File: config.mk
export PLATFORM = sky130hd
export DESIGN_NAME = pitch_sequencer
export DESIGN_NICKNAME = d
export VERILOG_FILES = /design/src/rtl/pitch_sequencer.sv
export SDC_FILE = /design/constraint.sdc
export NUM_CORES = 1
export LEC_CHECK = 0
export BUFFER_PORTS_ARGS = -buffer_cell sky130_fd_sc_hd__buf_2
export CAP_MARGIN = 0
export CORE_ASPECT_RATIO = 0.5
export CORE_MARGIN = 1.5
export CORE_UTILIZATION = 49
export CTS_CLUSTER_DIAMETER = 120
export CTS_CLUSTER_SIZE = 30
export DETAILED_ROUTE_END_ITERATION = 10
export GPL_TIMING_DRIVEN = 0
export PLACE_DENSITY = 0.73
export RECOVER_POWER = 50
export SLEW_MARGIN = 40
export SYNTH_ARGS = -nofsm -noshare
export SYNTH_HDL_FRONTEND = slang
export SYNTH_SLANG_ARGS = --single-unit
File: constraint.sdc
create_clock -name clk_1hz -period 1.65 [get_ports clk_1hz]
set_clock_uncertainty 0.05 [all_clocks]
set_input_delay 0.4125 -clock clk_1hz [delete_from_list [all_inputs] [get_ports clk_1hz]]
set_output_delay 0.4125 -clock clk_1hz [all_outputs]
set_load 0.05 [all_outputs]
File: src/rtl/pitch_sequencer.sv
// rtl/pitch_sequencer.sv - pitch timing, speed/mode latch and game counting on the 1 Hz tick
//
// Ports:
//   clk_1hz    game tick, all state changes on its rising edge
//   rst        asynchronous active-high reset
//   start      level button; a sampled 0->1 is a start request (only honoured in IDLE)
//   mode_sel   requested mode, 2'b00 reads as 2'b01
//   auto_speed 1 = speed from LFSR, 0 = from speed_sw
//   speed_sw   manual speed code, clamped to 8
//   pitch      high for the flight window
//   speed      latched speed code 0..8
//   mode       latched mode
//   pitch_cnt  completed pitches this game
//   busy       high from WINDUP through COOLDOWN
//   game_over  high once MAX_PITCHES pitches have completed
module pitch_sequencer #(
    parameter int          FLIGHT_TICKS   = 16,
    parameter int          COOLDOWN_TICKS = 2,
    parameter int          MAX_PITCHES    = 9,
    parameter logic [7:0]  LFSR_SEED      = 8'hA5
) (
    input  logic       clk_1hz,
    input  logic       rst,
    input  logic       start,
    input  logic [1:0] mode_sel,
    input  logic       auto_speed,
    input  logic [3:0] speed_sw,
    output logic       pitch,
    output logic [3:0] speed,
    output logic [1:0] mode,
    output logic [3:0] pitch_cnt,
    output logic       busy,
    output logic       game_over
);

    typedef enum logic [2:0] {
        IDLE,
        WINDUP,
        FLIGHT,
        COOLDOWN,
        DONE
    } state_t;

    localparam int MAX_TICKS = (FLIGHT_TICKS > COOLDOWN_TICKS) ? FLIGHT_TICKS : COOLDOWN_TICKS;
    localparam int CW        = $clog2(MAX_TICKS) + 1;

    localparam logic [CW-1:0] FLIGHT_LOAD = CW'(FLIGHT_TICKS - 1);
    localparam logic [CW-1:0] COOL_LOAD   = CW'(COOLDOWN_TICKS - 1);
    localparam logic [CW-1:0] CNT_ONE     = CW'(1);
    localparam logic [3:0]    MAX_CNT     = 4'(MAX_PITCHES);
    // An all-zero seed would lock the LFSR at zero forever.
    localparam logic [7:0]    SEED        = (LFSR_SEED == 8'h00) ? 8'h01 : LFSR_SEED;

    state_t          state;
    logic            start_q;
    logic [7:0]      lfsr;
    logic [CW-1:0]   tick_cnt;

    logic            start_rise;
    logic            lfsr_fb;
    logic [3:0]      auto_code;
    logic [3:0]      manual_code;
    logic [1:0]      mode_req;
    logic [3:0]      cnt_next;

    always_comb begin
        start_rise  = start & ~start_q;
        // x^8 + x^6 + x^5 + x^4 + 1, shifting towards the MSB
        lfsr_fb     = lfsr[7] ^ lfsr[5] ^ lfsr[4] ^ lfsr[3];
        // Fold 9..15 down to 1..7 so the code always lands in 0..8.
        auto_code   = (lfsr[3:0] > 4'd8) ? (lfsr[3:0] - 4'd8) : lfsr[3:0];
        manual_code = (speed_sw > 4'd8) ? 4'd8 : speed_sw;
        mode_req    = (mode_sel == 2'b00) ? 2'b01 : mode_sel;
        cnt_next    = pitch_cnt + 4'd1;
    end

    always_ff @(posedge clk_1hz or posedge rst) begin
        if (rst) begin
            state     <= IDLE;
            start_q   <= 1'b0;
            lfsr      <= SEED;
            tick_cnt  <= '0;
            pitch     <= 1'b0;
            speed     <= 4'd0;
            mode      <= 2'b01;
            pitch_cnt <= 4'd0;
            busy      <= 1'b0;
            game_over <= 1'b0;
        end else begin
            start_q <= start;
            // The LFSR free-runs in every state so auto speeds depend on press timing.
            lfsr    <= {lfsr[6:0], lfsr_fb};

            case (state)
                IDLE: begin
                    if (start_rise) begin
                        state <= WINDUP;
                        busy  <= 1'b1;
                    end
                end

                WINDUP: begin
                    speed    <= auto_speed ? auto_code : manual_code;
                    mode     <= mode_req;
                    pitch    <= 1'b1;
                    tick_cnt <= FLIGHT_LOAD;
                    state    <= FLIGHT;
                end

                FLIGHT: begin
                    if (tick_cnt == '0) begin
                        pitch     <= 1'b0;
                        pitch_cnt <= cnt_next;
                        if (cnt_next == MAX_CNT) begin
                            state     <= DONE;
                            busy      <= 1'b0;
                            game_over <= 1'b1;
                        end else begin
                            state    <= COOLDOWN;
                            tick_cnt <= COOL_LOAD;
                        end
                    end else begin
                        tick_cnt <= tick_cnt - CNT_ONE;
                    end
                end

                COOLDOWN: begin
                    if (tick_cnt == '0) begin
                        state <= IDLE;
                        busy  <= 1'b0;
                    end else begin
                        tick_cnt <= tick_cnt - CNT_ONE;
                    end
                end

                DONE: begin
                    // Terminal until reset; outputs hold.
                end

                default: begin
                    state <= IDLE;
                end
            endcase
        end
    end

endmodule
=== Word-level counts from Yosys, hierarchy flattened ===
Index checks and enable logic that the tools add are counted.

* Register bits after elaboration: 30

* Add/subtract/negate cells: 3
* Magnitude comparators: 2
* Eq/ne operators: 11
* Mux-type cells: 19
* Bitwise gates (word level): 6
* Reduce and logical (&&, ||, !) cells: 12

{| class="wikitable"
|+ Operator list
! kind !! count
|-
| $mux 5 || 3
|-
| $pmux 3 s5 || 1
|-
| $pmux 5 s3 || 1
|-
| $mux 3 || 4
|-
| $mux 4 || 3
|-
| $ne 2x2->1 const B || 5
|-
| $gt 4x4->1 const B || 2
|-
| $eq 3x2->1 const B || 2
|-
| $reduce_and 3->1 || 2
|-
| $reduce_bool 3->1 || 2
|-
| $logic_not 5->1 || 1
|-
| $reduce_and 5->1 || 1
|-
| $sub 5x1->5 const B || 1
|-
| $add 4x1->4 const B || 1
|-
| $eq 4x4->1 const B || 1
|-
| $mux 1 || 4
|-
| $reduce_and 2->1 || 2
|-
| $reduce_and 4->1 || 1
|-
| $sub 4x4->4 const B || 1
|-
| $eq 3x1->1 const B || 1
|-
| $eq 3x3->1 const B || 1
|-
| $logic_not 3->1 || 1
|-
| $ne 3x3->1 const B || 1
|-
| $pmux 1 s3 || 1
|-
| 7 further kinds || 10
|}

=== Longest topological paths before layout ===
Gate-level depths: netlist of the first run.

* Depth after elaboration: 5
* Gate-level depth with buffers: 7
* Gate-level depth less buffers: 7

=== Least setup slack after synthesis of the first run ===
No wires, ideal clock.

* Path type: flip-flop to flip-flop
* Start point: register pitch_cnt[0]
* End point: register tick_cnt[0]
* Arrival time: 1.784 ns
* Data required time: 1.481 ns
* Slack: -0.302 ns
* Cell stages (with the launch flop): 7
* Path buffers: 0
* Period minus slack after synthesis: 1.952 ns
* Path through: dfrtp_1 -> ha_1 -> or2_2 -> o21ai_0 -> a311oi_2 -> o21a_1 -> o21a_1

* Cells in the longest elaborated chain, start to end: 4

{| class="wikitable"
|+ Ends and longest elaborated chain
! item !! RTL line !! text
|-
| start, declared || 31 || <nowiki>output logic [3:0] pitch_cnt,</nowiki>
|-
| start signal, assigned || 113 || <nowiki>pitch_cnt <= cnt_next;</nowiki>
|-
| $add 4x1->4 || 74 || <nowiki>cnt_next = pitch_cnt + 4'd1;</nowiki>
|-
| $eq 4x4->1 || 114 || <nowiki>if (cnt_next == MAX_CNT) begin</nowiki>
|-
| $ne 3x3->1 (no line) || n/a ||
|-
| $reduce_and 3->1 (no line) || n/a ||
|-
| end signal, assigned || 123 || <nowiki>tick_cnt <= tick_cnt - CNT_ONE;</nowiki>
|-
| end signal, assigned || 132 || <nowiki>tick_cnt <= tick_cnt - CNT_ONE;</nowiki>
|-
| end, declared || 57 || <nowiki>logic [CW-1:0] tick_cnt;</nowiki>
|}

Every way passes these cells.
A chain may end at the register's enable or synchronous reset.

=== Worst setup path after layout of the first run ===
* Start point: register tick_cnt[0]
* End point: register pitch

* Cells in the longest elaborated chain, start to end: 3

{| class="wikitable"
|+ Ends and longest elaborated chain
! item !! RTL line !! text
|-
| $logic_not 5->1 || 111 || <nowiki>if (tick_cnt == '0) begin</nowiki>
|-
| $ne 2x2->1 (no line) || n/a ||
|-
| $reduce_and 2->1 (no line) || n/a ||
|-
| end signal, assigned || 83 || <nowiki>pitch <= 1'b0;</nowiki>
|-
| end signal, assigned || 105 || <nowiki>pitch <= 1'b1;</nowiki>
|-
| end signal, assigned || 112 || <nowiki>pitch <= 1'b0;</nowiki>
|-
| end, declared || 28 || <nowiki>output logic pitch,</nowiki>
|}

Every way passes these cells.

==> flow_summary_export.csv, run 1 <==
group,metric,value,unit
routing,ant_nets,0,
synthesis,synth_edf_count,0,
synthesis,yosys_warnings,0,
final_layout,diodes,0,
final_layout,fillers,200,
synthesis,syn_nets,143,
worst_setup_path,crit_arrival,1.78,ns
synthesis,synthArstFlopShare,100,%
clock_tree,cts-buffers-inserted,5,
routing,via_count,1086,
synthesis,synth_top_area_share,44.0,%
power_and_ir_drop,p_leak,0.805,nW
clock_tree,cts_tree,"yes",
final_layout,area_delta_synth_final,29.6,%
routing,vias_per_cell,5.27,
synthesis,synth_mux_area_share,1.50,%
clock_tree,clk_pin_slew,0.07,ns
final_layout,drive_gt1_share,45.0,%
synthesis,synth_ff_type,"dfrtp_1",
sta,period_needed,1.66,ns
synthesis,yosys.area_share.simple,19.9,%
synthesis,synthCells,129,
worst_setup_path,critical_path_peak_fanout,5,
sta,timing.final.hold_violations,0,
global_route,track_usage,19.3,%
status,status,"complete, but fails checks",
synthesis,synth.most_common_cell,"dfrtp_1",
synthesis,synth_commonest_cells,"25 x dfrtp_1, 13 x nor2_1, 12 x a21oi_1",
floorplan,die-area,3260,um2
global_route,overflow,0,
synthesis,synth_top_family_by_area,"simple AND/OR/NAND/NOR gates",
clock_tree,cts-root-buf,"clkbuf_8",
routing,drc,0,
sta,tns,-0.0137,ns
place,dp_hpwl,1.83,mm
worst_hold_path,min_path_type,"input pin to flop",
worst_setup_path,slowest_stage,"dfrtp_1",
worst_setup_path,required,1.77,ns
worst_setup_path,end_kind,"flop",
synthesis,synth_fa_ha_area_share,3.52,%
sta,fmax,604,MHz
place,port_buffers,21,
final_layout,final_nets,182,
clock_tree,clockBufferDepth,2,
floorplan,die_y,41.1,um
floorplan,rows,13,
place,gp_congestion,0.778,
routing,drt-total-wl,2.70,mm
synthesis,synth_area_per_cell,11.0,um2
sta,finalCritPeriodShare,100,%
sta,finalWorstSetupSlack,-0.00686,ns
routing,firstDrtPassIters,4,
sta,drv_slew,0,
sta,setup_violations,3,
clock_tree,clkSinkCount,30,
synthesis,synth_compound_area_share,14.8,%
floorplan,start_util,53.3,%
worst_setup_path,start_kind,"flop",
routing,drt-initial-drc-count,70,
synthesis,synth_area,1420,um2
floorplan,core-area,2670,um2
global_route,antenna_found_initial,0,
synthesis,ys_ff_latch,30,
sta,tightest_slew,1.09,ns
clock_tree,cts_hold_buf,0,
global_route,grt_max_degree,31,
sta,relSlewSlack,27.4,%
status,violations,"setup timing",
global_route,first_global_vias,939,
worst_setup_path,crit_type,"flop to flop",
clock_tree,cts_max_level,2,
floorplan,die_w,79.2,um
synthesis,ys_types,44,
worst_setup_path,critical_path.max_stage_delay,0.39,ns
clock_tree,insertion_delay,0.28,ns
worst_setup_path,path_cells,"inv_2, ha_4, nor3b_4, nand3_4, or3_4, a21o_1",
synthesis,yosysTopAreaCell,"dfrtp_1",
power_and_ir_drop,power_density,1800,nW/um2
final_layout,utilization,69.1,%
sta,rsz0062_at_grt,"yes",
synthesis,seq_area_frac_synth,53.2,%
routing,routedWlPerCell,13.1,um
synthesis,synth_xor_area_share,3.69,%
global_route,grt_pass1_wl,4.33,mm
synthesis,yosys-top-cells-area,"dfrtp_1 44%, dfstp_2 9.2%, a21oi_1 4.2%, ha_1 3.5%, nor2_1 3.4%",
run,drv_cap,0,
sta,fin_hold_ws,0.204,ns
floorplan,io_pins,23,
power_and_ir_drop,max-vdd-ir-drop,777,uV
-- state kept, by name, summed over array words and instances (netlist names), 2 cells and up --
signal and cells:
state 3, speed 4, tick_cnt 5, mode 2, pitch_cnt 4, lfsr 8
-- layout make-up --
class,instances,area (um2),area share (%)
repair buffers,32,191,10.4
clock buffers,6,82.6,4.48
well taps,37,46.3,2.51
plain buffers,3,18.8,1.02
inverters,8,30.0,1.63
multi-input cells,88,701,38.0
clock inverters,2,12.5,0.678
flip-flops and latches,30,762,41.3
-- worst paths after layout --
path,startpoint,to,slack [ns],cells after the start
max in group asynchronous,rst,pitch_cnt[1],0.46,2
max,tick_cnt[0],pitch,-0.007,6
min reg2reg,lfsr[6],lfsr[7],0.31,0
max reg2reg,tick_cnt[0],pitch,-0.007,6
min,start,start_q,0.20,1
min in group asynchronous,rst,pitch,0.35,2
-- routing by layer --
layer | global-route usage, % | vias to the layer above | routed length (um)
met4 | 12.7 | 0 | 52
met1 | 22.6 | 520 | 1310
met5 | 0 | - | 0
met2 | 32.9 | 24 | 1200
li1 | - | 536 | -
met3 | 5.56 | 6 | 132
-- cell families (layout without fill, tap and decap cells) --
kind of cell / count (synthesis) / count (layout)
adder cells (fa/ha/maj): 4 / 4
AO/OA/AOI/OAI: 32 / 32
multiplexers: 2 / 2
XOR/XNOR: 6 / 6
flip-flops: 30 / 30
buffers and inverters: 11 / 51
AND/OR/NAND/NOR: 44 / 44
-- what timing repair did --
action | in CTS | in global routing
setup buffers | 7 | 4
gates resized for setup | 6 | 10
endpoints found under the setup margin | 10 | 12
pin swaps | 5 | 12
-- power by group --
group / internal [W] / total [W] / switching (W)
Clock: 0.000334 / 0.000604 / 0.000270
Combinational: 0.000624 / 0.00155 / 0.000922
Sequential: 0.000953 / 0.00117 / 0.000218
Total: 0.00191 / 0.00332 / 0.00141
-- worst max-delay path, delay by kind of cell, from the launching register on --
kind | cells | cell delay, ns
buffers and inverters | 1 | 0.08
adders and majority gates | 1 | 0.12
and+or+nand+nor | 3 | 0.74
DFF | 1 | 0.39
AOI/OAI and AO/OA | 1 | 0.16
-- per-stage QoR --
stage          cell area [um2]  setup slack, ns  cells  power (W)
6_report                  1840         -0.00686    206    0.00332
5_1_grt                   1840          -0.0829    206    0.00354
4_1_cts                   1770          -0.0453    202    0.00322
3_5_place_dp              1610           -0.166    187    0.00247
3_3_place_gp              1610           -0.118    187    0.00244
2_1_floorplan             1460          -0.0337    129    0.00219
-- cells in the final DEF (no fill, tap or decap), drive strengths merged, types with 3 or more instances in the layout --
| cell | synthesis | routed |
|---|---|---|
| buf | 2 | 34 |
| a21oi | 12 | 12 |
| o21ai | 6 | 6 |
| nand2 | 7 | 7 |
| nor3 | 3 | 3 |
| dfrtp | 25 | 25 |
| xnor2 | 5 | 5 |
| ha | 4 | 4 |
| nand3b | 3 | 3 |
| nor2 | 14 | 14 |
| inv | 8 | 8 |
| nor3b | 4 | 4 |
| clkbuf | 1 | 7 |
| dfstp | 5 | 5 |
Note: power is estimated with default switching activity, not from simulation.
==> inputs of run 2 (changes only) <==
--- a/config.mk
+++ b/config.mk
@@ -7,15 +7,15 @@
 export LEC_CHECK = 0
 export BUFFER_PORTS_ARGS = -buffer_cell sky130_fd_sc_hd__buf_2
 export CAP_MARGIN = 0
-export CORE_ASPECT_RATIO = 0.5
 export CORE_MARGIN = 1.5
-export CORE_UTILIZATION = 49
+export CORE_UTILIZATION = 55
 export CTS_CLUSTER_DIAMETER = 120
 export CTS_CLUSTER_SIZE = 30
 export DETAILED_ROUTE_END_ITERATION = 10
 export GPL_TIMING_DRIVEN = 0
-export PLACE_DENSITY = 0.73
+export PLACE_DENSITY = 0.78
 export RECOVER_POWER = 50
+export SKIP_CTS_REPAIR_TIMING = 1
 export SLEW_MARGIN = 40
 export SYNTH_ARGS = -nofsm -noshare
 export SYNTH_HDL_FRONTEND = slang
==> constraint.sdc (replaced) <==
create_clock -name clk_1hz -period 1.55 [get_ports clk_1hz]
set_clock_uncertainty 0.05 [all_clocks]
set_input_delay 0.3875 -clock clk_1hz [delete_from_list [all_inputs] [get_ports clk_1hz]]
set_output_delay 0.3875 -clock clk_1hz [all_outputs]
set_load 0.05 [all_outputs]
==> run 2 against run 1 <==
Against the previous run: the flow still finishes with violations (setup timing); cell area is 2.6% lower; power is 1.7% higher; sequential share of layout area is 1.3 points higher; utilization is 4.0 points higher; die area is 11% lower; combinational power is 8% higher; critical endpoint unchanged.
==> flow_summary_export.csv, run 2 (synthesis gave the netlist of run 1 again) <==
group,metric,value,unit
sta,relSlewSlack,24.2,%
clock_tree,cts_max_level,2,
sta,tns,-1.65,ns
power_and_ir_drop,clkPwrFrac,12.8,%
worst_setup_path,crit_end,"pitch",
sta,tightest_slew,1.14,ns
routing,vias_per_cell,5.59,
sta,setup_violations,13,
clock_tree,clockBufferDepth,2,
final_layout,final_cells,200,
worst_setup_path,start_kind,"flop",
worst_setup_path,crit_type,"flop to flop",
floorplan,rows,18,
worst_setup_path,worstSetupStartpoint,"tick_cnt[1]",
routing,firstDrtPassIters,6,
place,dp_slack,-0.333,ns
sta,timing.final.hold_violations,0,
power_and_ir_drop,p_leak,0.787,nW
global_route,first_global_vias,951,
global_route,track_usage,20.7,%
global_route,grt_max_degree,31,
sta,period_needed,1.77,ns
status,status,"complete, but fails checks",
run,drv_cap,0,
routing,drt-total-wl,3.01,mm
place,dp_hpwl,1.88,mm
final_layout,postLayoutCellArea,1800,um2
floorplan,start_util,58.0,%
final_layout,multi_input_area,686,um2
clock_tree,cts_tree,"yes",
worst_setup_path,required,1.73,ns
worst_setup_path,rr_startpoint,"tick_cnt[1]",
power_and_ir_drop,max-vdd-ir-drop,1450,uV
clock_tree,clkSinkCount,30,
place,port_buffers,21,
worst_setup_path,critical_path_peak_fanout,6,
worst_setup_path,reg2reg_slack,-0.22,ns
sta,rsz0062_at_grt,"yes",
routing,routedWlPerCell,15.1,um
power_and_ir_drop,p_int,0.00187,W
power_and_ir_drop,switchingPower,0.00151,W
clock_tree,insertion_delay,0.33,ns
floorplan,core-area,2450,um2
final_layout,largest_reg_flops,8,
sta,drv_slew,0,
routing,via_count,1117,
sta,finalCritPeriodShare,114,%
worst_setup_path,reg2regPathDepth,6,
final_layout,fillers,168,
place,gp_congestion,0.792,
power_and_ir_drop,power_density,1880,nW/um2
sta,finalWorstSetupSlack,-0.224,ns
floorplan,io_pins,23,
place,placed_cell_area,1600,um2
clock_tree,cts-buffers-inserted,5,
routing,drc,0,
global_route,grt_pass1_wl,4.08,mm
final_layout,top_register,"lfsr",
final_layout,layout_common_cells,"19 x buf_2, 18 x dfrtp_1, 13 x nor2_1",
floorplan,die_w,53.9,um
final_layout,final_nets,183,
clock_tree,cts-root-buf,"clkbuf_4",
power_and_ir_drop,switching_share,44.7,%
routing,ant_nets,0,
worst_setup_path,crit_arrival,1.95,ns
final_layout,utilization,73.1,%
worst_hold_path,min_path_type,"input pin to flop",
routing,drt-initial-drc-count,25,
power_and_ir_drop,p_seq_share,37.5,%
clock_tree,clk_pin_slew,0.09,ns
global_route,overflow,0,
final_layout,top_regs,"lfsr (8), tick_cnt (5)",
power_and_ir_drop,comb_power_share,49.7,%
worst_setup_path,r2r_end,"pitch",
floorplan,die-area,2900,um2
sta,fmax,564,MHz
global_route,antenna_found_initial,0,
status,violations,"setup timing",
worst_setup_path,end_kind,"flop",
final_layout,layout_commonest_cell,"buf_2",
floorplan,die_y,53.9,um
final_layout,drive_gt1_share,45.9,%
final_layout,area.sequential,766,um2
place,dp.cells,180,
final_layout,diodes,0,
final_layout,area_delta_synth_final,26.2,%
-- run 2: cell types whose count changed in the layout (fill, tap and decap cells not counted), sizes merged --
cell and change:
clkinvlp -1, clkbuf +1, clkinv +1
-- run 2: cell type report --
cell class | count | area share [%]
timing repair buffer | 33 | 11.4
sequential | 30 | 42.6
buffer | 3 | 1.05
inverter | 8 | 1.81
tap | 30 | 2.09
clock buffer | 6 | 2.30
clock inverter | 2 | 0.557
multi-input combinational | 88 | 38.2
-- run 2: power by group through the flow --
stage / sequential, W / combinational (W) / clock, W
global route: 0.00130 / 0.00182 / 0.000488
CTS: 0.00125 / 0.00138 / 0.000446
floorplan: 0.00168 / 0.000659 / 0
global placement: 0.00125 / 0.00134 / 0
detailed placement: 0.00126 / 0.00138 / 0
finish: 0.00127 / 0.00168 / 0.000432
-- run 2: per-stage QoR --
step | total power [W] | hold WS (ns)
5_1_grt | 0.00360 | 0.103
4_1_cts | 0.00308 | 0.0779
6_report | 0.00338 | 0.129
3_5_place_dp | 0.00264 | 0.306
3_3_place_gp | 0.00258 | 0.290
2_1_floorplan | 0.00234 | 0.283
-- run 2: worst min-delay path by stage --
stage / end / cells past startpoint / from
finish: start_q / 1 / start
global route: start_q / 1 / start
CTS: state[2] / 2 / rst
detailed placement: lfsr[7] / 0 / lfsr[6]
global placement: lfsr[7] / 0 / lfsr[6]
floorplan: lfsr[7] / 0 / lfsr[6]
-- run 2: per-layer routing --
| layer | up-vias | track usage, % | routed length [um] |
|---|---|---|---|
| li1 | 535 | - | - |
| met1 | 536 | 24.5 | 1300 |
| met2 | 38 | 33.1 | 1510 |
| met3 | 8 | 6.39 | 164 |
| met4 | 0 | 12.0 | 43 |
| met5 | - | 0 | 0 |
-- run 2: worst max-delay path, cell delays in order (launching register included) --
cell     delay (ns)
dfrtp_1        0.42
inv_2          0.09
ha_4           0.13
nor3b_4        0.27
nand3_4        0.16
or3_4          0.40
a21o_1         0.16
